$ cat src/rtl/hook_pkg.sv
// hook_pkg: mode encodings, state enum and default hook depth bounds for hook_ctrl.
package hook_pkg;
  localparam logic [1:0] MODE_NONE = 2'd0;
  localparam logic [1:0] MODE_HOOK = 2'd1;
  localparam logic [1:0] MODE_BAIT = 2'd2;
  localparam int V_MIN_DEF = 620;
  localparam int V_MAX_DEF = 4600;
  typedef enum logic [1:0] {EMPTY, HOOK, BAITED, REEL} state_t;
endpackage

$ cat src/rtl/sat_accum.sv
// sat_accum: 14-bit value plus signed 15-bit delta, clamped to [LO, HI].
module sat_accum #(
  parameter int LO = 620,
  parameter int HI = 4600
) (
  input  logic [13:0]        val,
  input  logic signed [14:0] delta,
  output logic [13:0]        res
);
  localparam logic signed [14:0] LO_S = 15'(LO);
  localparam logic signed [14:0] HI_S = 15'(HI);
  logic signed [14:0] sum;
  assign sum = $signed({1'b0, val}) + delta;
  assign res = (sum < LO_S) ? 14'(LO) : (sum > HI_S) ? 14'(HI) : sum[13:0];
endmodule

$ cat src/rtl/hook_ctrl.sv
// hook_ctrl: fishing hook/bait FSM with mouse depth control and reeling; HOOK_BAIT_TIMEOUT_EN adds bait loss.
module hook_ctrl
  import hook_pkg::*;
#(
  parameter int V_MIN        = V_MIN_DEF,
  parameter int V_MAX        = V_MAX_DEF,
  parameter int REEL_STEP    = 40,
  parameter int BAIT_TIMEOUT = 600
) (
  input  logic        clk,
  input  logic        rst_n,
  input  logic        frame_tick,
  input  logic        mouse_valid,
  input  logic [8:0]  mouse_dy,
  input  logic        btn_left,
  input  logic        btn_right,
  input  logic        fish_caught,
  output logic [1:0]  mode,
  output logic [13:0] mouse_v,
  output logic        reeling
);
  localparam logic [13:0] VMIN14 = 14'(V_MIN);
  state_t state, state_n;
  logic [1:0] mode_n;
  logic [13:0] v_n, v_acc;
  logic signed [14:0] delta;
  logic expire;
  assign delta = (state == REEL) ? -$signed(15'(REEL_STEP)) : $signed({{6{mouse_dy[8]}}, mouse_dy});
  sat_accum #(.LO(V_MIN), .HI(V_MAX)) u_acc (.val(mouse_v), .delta(delta), .res(v_acc));
`ifdef HOOK_BAIT_TIMEOUT_EN
  logic [9:0] cnt;
  logic deep;
  assign deep = (state == BAITED) && (mouse_v > VMIN14);
  assign expire = deep && frame_tick && (cnt == 10'(BAIT_TIMEOUT - 1));
  always_ff @(posedge clk or negedge rst_n)
    if (!rst_n) cnt <= '0;
    else cnt <= (!deep || expire) ? '0 : frame_tick ? cnt + 10'd1 : cnt;
`else
  assign expire = 1'b0;
`endif
  always_comb begin
    state_n = state;
    mode_n = mode;
    v_n = mouse_v;
    case (state)
      EMPTY: if (btn_left) begin
        state_n = HOOK;
        mode_n = MODE_HOOK;
      end
      HOOK, BAITED:
        if (fish_caught && state == BAITED) begin
          state_n = REEL;
          mode_n = MODE_HOOK;
        end else if (btn_right) state_n = REEL;
        else if (btn_left && state == HOOK && mouse_v == VMIN14) begin
          state_n = BAITED;
          mode_n = MODE_BAIT;
        end else if (expire) begin
          state_n = HOOK;
          mode_n = MODE_HOOK;
        end else if (mouse_valid) v_n = v_acc;
      REEL: if (frame_tick) begin
        if (mouse_v == VMIN14) state_n = (mode == MODE_HOOK) ? HOOK : BAITED;
        else v_n = v_acc;
      end
      default: state_n = EMPTY;
    endcase
  end
  always_ff @(posedge clk or negedge rst_n)
    if (!rst_n) begin
      state <= EMPTY;
      mode <= MODE_NONE;
      mouse_v <= VMIN14;
      reeling <= 1'b0;
    end else begin
      state <= state_n;
      mode <= mode_n;
      mouse_v <= v_n;
      reeling <= (state_n == REEL);
    end
endmodule

$ cat config.mk
export PLATFORM = sky130hd
export DESIGN_NAME = hook_ctrl
export DESIGN_NICKNAME = d
export VERILOG_FILES = /design/src/rtl/hook_pkg.sv /design/src/rtl/sat_accum.sv /design/src/rtl/hook_ctrl.sv
export SDC_FILE = /design/constraint.sdc
export NUM_CORES = 1
export LEC_CHECK = 0
export CORE_ASPECT_RATIO = 1.2
export CORE_MARGIN = 3
export CORE_UTILIZATION = 45
export DETAILED_ROUTE_END_ITERATION = 10
export PLACE_DENSITY = 0.68
export SLEW_MARGIN = 20
export SYNTH_ARGS = -nofsm -noshare
export SYNTH_HDL_FRONTEND = slang
export SYNTH_HIERARCHICAL = 1
export SYNTH_SLANG_ARGS = --single-unit
$ cat constraint.sdc
create_clock -name clk -period 9.3 [get_ports clk]
set_clock_uncertainty 0.15 [all_clocks]
set_input_delay 2.325 -clock clk [delete_from_list [all_inputs] [get_ports clk]]
set_output_delay 2.325 -clock clk [all_outputs]
set_load 0.02 [all_outputs]
# Yosys cells after proc, flatten, opt, wreduce, memory -nomap -nowiden

Cells that the tools add are included.

$add $sub $neg: 1
$lt $le $gt $ge: 2
Eq/ne operators: 15
Multiplexer cells: 23
Reduce and logical (&&, ||, !) cells: 9

Operators with widths:

| kind                                                                    | number |
|---|---|
| 14-bit 2-to-1 mux                                                       | 8 |
| 14-bit case mux with 2 select lines                                     | 1 |
| 2-bit 2-to-1 mux                                                        | 11 |
| 15-bit adder                                                            | 1 |
| 15-bit by 14-bit > comparator with 1-bit output, second input constant  | 1 |
| 15-bit by 11-bit < comparator with 1-bit output, second input constant  | 1 |
| 15-bit 2-to-1 mux                                                       | 1 |
| 14-bit by 10-bit equality test with 1-bit output, second input constant | 1 |
| 2-bit != test, second input constant                                    | 7 |
| 7-bit AND reduction                                                     | 1 |
| 2-bit equality test, second input constant                              | 3 |
| 3-bit != test, second input constant                                    | 2 |
| 2-bit case mux with 3 select lines                                      | 1 |
| 2-bit by 1-bit equality test with 1-bit output, second input constant   | 2 |
| 2-bit case mux with 2 select lines                                      | 1 |
| 4-bit AND reduction                                                     | 1 |
| 2-bit nonzero test                                                      | 2 |
| 1-bit logical AND                                                       | 3 |
| 2-bit zero test                                                         | 1 |
| 2-bit OR reduction                                                      | 1 |

Flip-flop bits (word level): 19
Input port bits: 16
Output and inout bits: 17
Word-level logic and storage cells: 54

# Logic depth before layout (Yosys ltp)

Depth after elaboration: 11
Depth in mapped cells: 15

# Modules after synthesis

Netlist, hierarchy kept.

Modules (own cells, without submodules):

| module    | times used | cells an instance | area an instance (sq um) | seq. area each (sq um) |
|---|---|---|---|---|
| sat_accum | 1          | 166               | 1258.7                   | 0.0 |
| hook_ctrl | 1          | 92                | 1102.3                   | 481.7 |

# Worst setup path after synthesis

Ideal clock, no wire load.

Path kind: input -> register
Start: in mouse_dy[0]
End: reg mouse_v[2]
Library setup time: 0.082 ns
Arrival: 5.021 ns
Data required time: 9.068 ns
Path slack: 4.047 ns
Cell stages on the path: 13
Path through: nor2b_1 ha_1 inv_1 fa_1 nand2b_1 a21oi_4 nor3_1 or4b_4 a21o_1 o311ai_4 o21ai_1 a21o_1 mux2_4

Cells in the longest elaborated chain, start to end: 10
Elaborated cells between the ends (all ways): 13
Those cells by class: add/sub: 1; order compare: 2; mux: 10

RTL lines:

| item                                            | RTL line        | text |
|---|---|---|
| start: declaration                              | hook_ctrl.sv:14 | `input logic [8:0] mouse_dy,` |
| 15-bit 2-to-1 mux *                             | hook_ctrl.sv:28 | `assign delta = (state == REEL) ? -$signed(15'(REEL_STEP)) : $signed({{6{mouse_dy[8]}}, mouse_dy});` |
| 15-bit adder *                                  | sat_accum.sv:13 | `assign sum = $signed({1'b0, val}) + delta;` |
| 15-bit by 14-bit > comparator with 1-bit output | sat_accum.sv:14 | `assign res = (sum < LO_S) ? 14'(LO) : (sum > HI_S) ? 14'(HI) : sum[13:0];` |
| 14-bit 2-to-1 mux                               | sat_accum.sv:14 |  |
| 14-bit 2-to-1 mux *                             | sat_accum.sv:14 |  |
| named net v_acc[2]                              | hook_ctrl.sv:25 | `logic [13:0] v_n, v_acc;` |
| 14-bit 2-to-1 mux                               | hook_ctrl.sv:61 | `end else if (mouse_valid) v_n = v_acc;` |
| 14-bit 2-to-1 mux                               | hook_ctrl.sv:55 | `else if (btn_left && state == HOOK && mouse_v == VMIN14) begin` |
| 14-bit 2-to-1 mux                               | hook_ctrl.sv:54 | `end else if (btn_right) state_n = REEL;` |
| 14-bit 2-to-1 mux                               | hook_ctrl.sv:51 | `if (fish_caught && state == BAITED) begin` |
| 14-bit case mux with 2 select lines *           | hook_ctrl.sv:45 | `case (state)` |
| end signal: assignment                          | hook_ctrl.sv:78 | `mouse_v <= v_n;` |
| end: declaration                                | hook_ctrl.sv:19 | `output logic [13:0] mouse_v,` |

The timed path passes the listed nets; every way through them passes the cells marked *. The select of a mux whose other input is x is not followed.
A chain may end at the register's enable or synchronous reset.

# Final worst setup path

Start: in mouse_dy[8]
End: reg mouse_v[5]

Cells in the longest elaborated chain, start to end: 10
Elaborated cells between the ends (all ways): 13
Those cells by class: add/sub: 1; order compare: 2; mux: 10

RTL lines:

| item                                            | RTL line        | text |
|---|---|---|
| 15-bit 2-to-1 mux *                             | hook_ctrl.sv:28 |  |
| named net delta[10]                             | hook_ctrl.sv:26 | `logic signed [14:0] delta;` |
| 15-bit adder *                                  | sat_accum.sv:13 |  |
| 15-bit by 14-bit > comparator with 1-bit output | sat_accum.sv:14 |  |
| 14-bit 2-to-1 mux                               | sat_accum.sv:14 |  |
| 14-bit 2-to-1 mux *                             | sat_accum.sv:14 |  |
| named net v_acc[5]                              | hook_ctrl.sv:25 |  |
| 14-bit 2-to-1 mux                               | hook_ctrl.sv:61 |  |
| 14-bit 2-to-1 mux                               | hook_ctrl.sv:55 |  |
| 14-bit 2-to-1 mux                               | hook_ctrl.sv:54 |  |
| 14-bit 2-to-1 mux                               | hook_ctrl.sv:51 |  |
| 14-bit case mux with 2 select lines *           | hook_ctrl.sv:45 |  |

Marks and branches as above.

==> impl_metrics.env <==
export IMPL_status="finished clean"
export IMPL_synth_top_cell_by_area="dfrtp_1"
export IMPL_ant_nets=0
export IMPL_grt_antenna_before_repair=0
export IMPL_drive_gt1_frac=0.166
export IMPL_numCtsBuffers=3
export IMPL_finalCritPeriodShare=0.611
export IMPL_synthCells=258
export IMPL_io_pins=33
export IMPL_grt_start_max_net_pins=20
export IMPL_synth_most_common_cell="a21oi_1"
export IMPL_rows=28
export IMPL_drtIter0Drc=91
export IMPL_slew_headroom=0.443
export IMPL_grt_use_met2=0.297
export IMPL_grt_pass1_wl_mm=9.08
export IMPL_cts_tree="done"
export IMPL_worst_pin_slew_ns=0.832
export IMPL_vias_per_cell=5.88
export IMPL_crit_buf_inv=1
export IMPL_min_period_ns=5.68
export IMPL_syn_avg_cell_area_um2=9.15
export IMPL_drtPass1Iterations=4
export IMPL_grt_use_met3=0.0154
export IMPL_path_max_fanout=8
export IMPL_clk_pin_slew_ns=0.07
export IMPL_synth_xor_area_frac=0.0408
export IMPL_dp_worst_setup_slack_ns=3.38
export IMPL_grt_total_usage=0.182
export IMPL_slowest_stage="ha_1"
export IMPL_port_buffers=32
export IMPL_layout_setup_ws_ns=3.62
export IMPL_cts_root_buffer="clkbuf_8"
export IMPL_end_kind="flip-flop"
export IMPL_synth_area_leaders="dfrtp_1 (15%), ha_1 (9.5%), mux2_4 (6.4%), a21oi_1 (5.7%), dfstp_2 (5.6%)"
export IMPL_post_cts_buffers=0
export IMPL_async_reset_ff_frac=1.00
export IMPL_initial_utilization=0.471
export IMPL_ys_ff_latch=19
export IMPL_gp_congestion=0.854
export IMPL_synth_simple_gate_area_frac=0.208
export IMPL_die_area_mm2=0.00616
export IMPL_cts_sinks=19
export IMPL_core_area_mm2=0.00501
export IMPL_grt_setup_unrepaired="no"
export IMPL_die_h_um=85.3
export IMPL_gr_total_overflow=0
export IMPL_drv_slew=0
export IMPL_hold_violations=0
export IMPL_ys_top_cells_by_count="a21oi_1 (27), ha_1 (18), nor2_1 (17), dfrtp_1 (14), nand2_1 (14)"
export IMPL_clock_latency_ns=0.25
export IMPL_synth_cell_type_count=71
export IMPL_arrival_ns=5.71
export IMPL_die_w_um=72.1
export IMPL_startpoint_type="primary input"
export IMPL_drc_errors=0
export IMPL_path_class="in2reg"
export IMPL_busiest_layer="met2"
export IMPL_worstPathRequired_ns=9.33
export IMPL_antenna_cells=0
export IMPL_cts_htree_levels=1
export IMPL_syn2layout_area_growth_pct=15.5
export IMPL_fin_nets=319
export IMPL_synth_edf_count=0
export IMPL_post_cts_resized=0
export IMPL_hpwl_mm=4.48
export IMPL_grt_pass1_vias=1829
export IMPL_use_met1=0.261
export IMPL_yosys_warnings=6
export IMPL_hold_class="reg2reg"
export IMPL_drt_wl_total_mm=5.64
export IMPL_crit_family="compound AO/OA/AOI/OAI gates"
export IMPL_wire_per_inst_um=16.4
export IMPL_synth_compound_area_frac=0.282
export IMPL_synth_nets=293
export IMPL_muxShareOfSynthArea=0.110
export IMPL_synthAdderAreaFrac=0.104
export IMPL_synth_seq_area_share=0.204
export IMPL_ys_flop_type="dfrtp_1"
export IMPL_crit_path_max_incr_delay_ns=0.46
export IMPL_syn_area_mm2=0.00236
export IMPL_setup_viol=0
export IMPL_synth_top_family_by_area="compound AO/OA/AOI/OAI gates"
export IMPL_timing_setup_tns_ns=0
export IMPL_max_freq_mhz=176
export IMPL_cts_hold_fix_buffers=0
export IMPL_maxCapViolations=0
export IMPL_clockBufferDepth=2
export IMPL_vias=2016
export IMPL_cp_cell_sequence="clkdlybuf4s50_1, or2_1, ha_1, a21oi_2, o211ai_2, a221oi_4, o21ai_1, xnor2_1, nand2_1, a21oi_1, o211ai_1, mux2_4"
export IMPL_synth_top_area_share=0.148
-- metal layers --
| layer | wire, um | share of wire |
|---|---|---|
| met5 | 0 | 0 |
| met4 | 23 | 0.0041 |
| met3 | 133 | 0.024 |
| met2 | 2740 | 0.48 |
| met1 | 2750 | 0.49 |
-- sequential cells by signal, indices dropped and copies added, names as in the netlist --
name,count
mode,2
reeling,1
state,2
mouse_v,14
-- path summary, 6_finish.rpt --
| path | from | to | slack, ns | cells after the start |
|---|---|---|---|---|
| worst max-delay path | mouse_dy[8] | mouse_v[5] | 3.62 | 12 |
| worst min-delay path | mouse_v[0] | mouse_v[0] | 0.42 | 1 |
| worst max register to register | state[0] | mouse_v[5] | 5.15 | 12 |
| worst min register to register | mouse_v[0] | mouse_v[0] | 0.42 | 1 |
| max in group asynchronous | rst_n | mode[0] | 6.09 | 1 |
| min in group asynchronous | rst_n | mouse_v[4] | 2.40 | 1 |
-- logic make-up (layout without fill, tap and decap cells) --
logic type	Yosys count	after routing
AOI/OAI and AO/OA	82	82
xor gates and xnor gates	11	11
adders and majority gates	19	19
buffers and inverters	22	47
DFF	19	19
muxes	20	20
other	1	1
and+or+nand+nor	84	84
-- final cells by class --
type	instances	area, um2
inverters	11	41.3
flip-flops and latches	19	482
multi-input cells	217	1760
well taps	60	75.1
clock buffers	4	45.0
repair buffers	32	320
fillers	484	2280
-- placed cells by master (no fill, tap or decap), types with 4 or more instances in the layout --
cell type,count
a21o_1,8
a21oi_1,27
clkdlybuf4s50_1,32
dfrtp_1,14
dfstp_2,5
ha_1,18
inv_1,11
mux2_1,6
mux2_4,10
nand2_1,14
nand2b_1,5
nand3_1,5
nand4_1,5
nor2_1,17
nor2b_1,6
nor3_1,6
o211ai_1,4
o21ai_0,5
o21ai_1,5
o21ai_2,4
or2_1,5
xnor2_1,7
xor2_1,4
-- per-stage QoR --
step	util	std cells	hold WS, ns	cell area (um2)
after floorplan	-	258	0.434	2360
after global placement	0.535	339	0.397	2680
after detailed placement	0.535	339	0.400	2680
after CTS	0.544	343	0.421	2730
after global routing	0.544	343	0.436	2730
final	0.544	343	0.425	2730
Power is not shown: default switching activity piles up to over one toggle a cycle in this logic, so the estimate is an artifact.
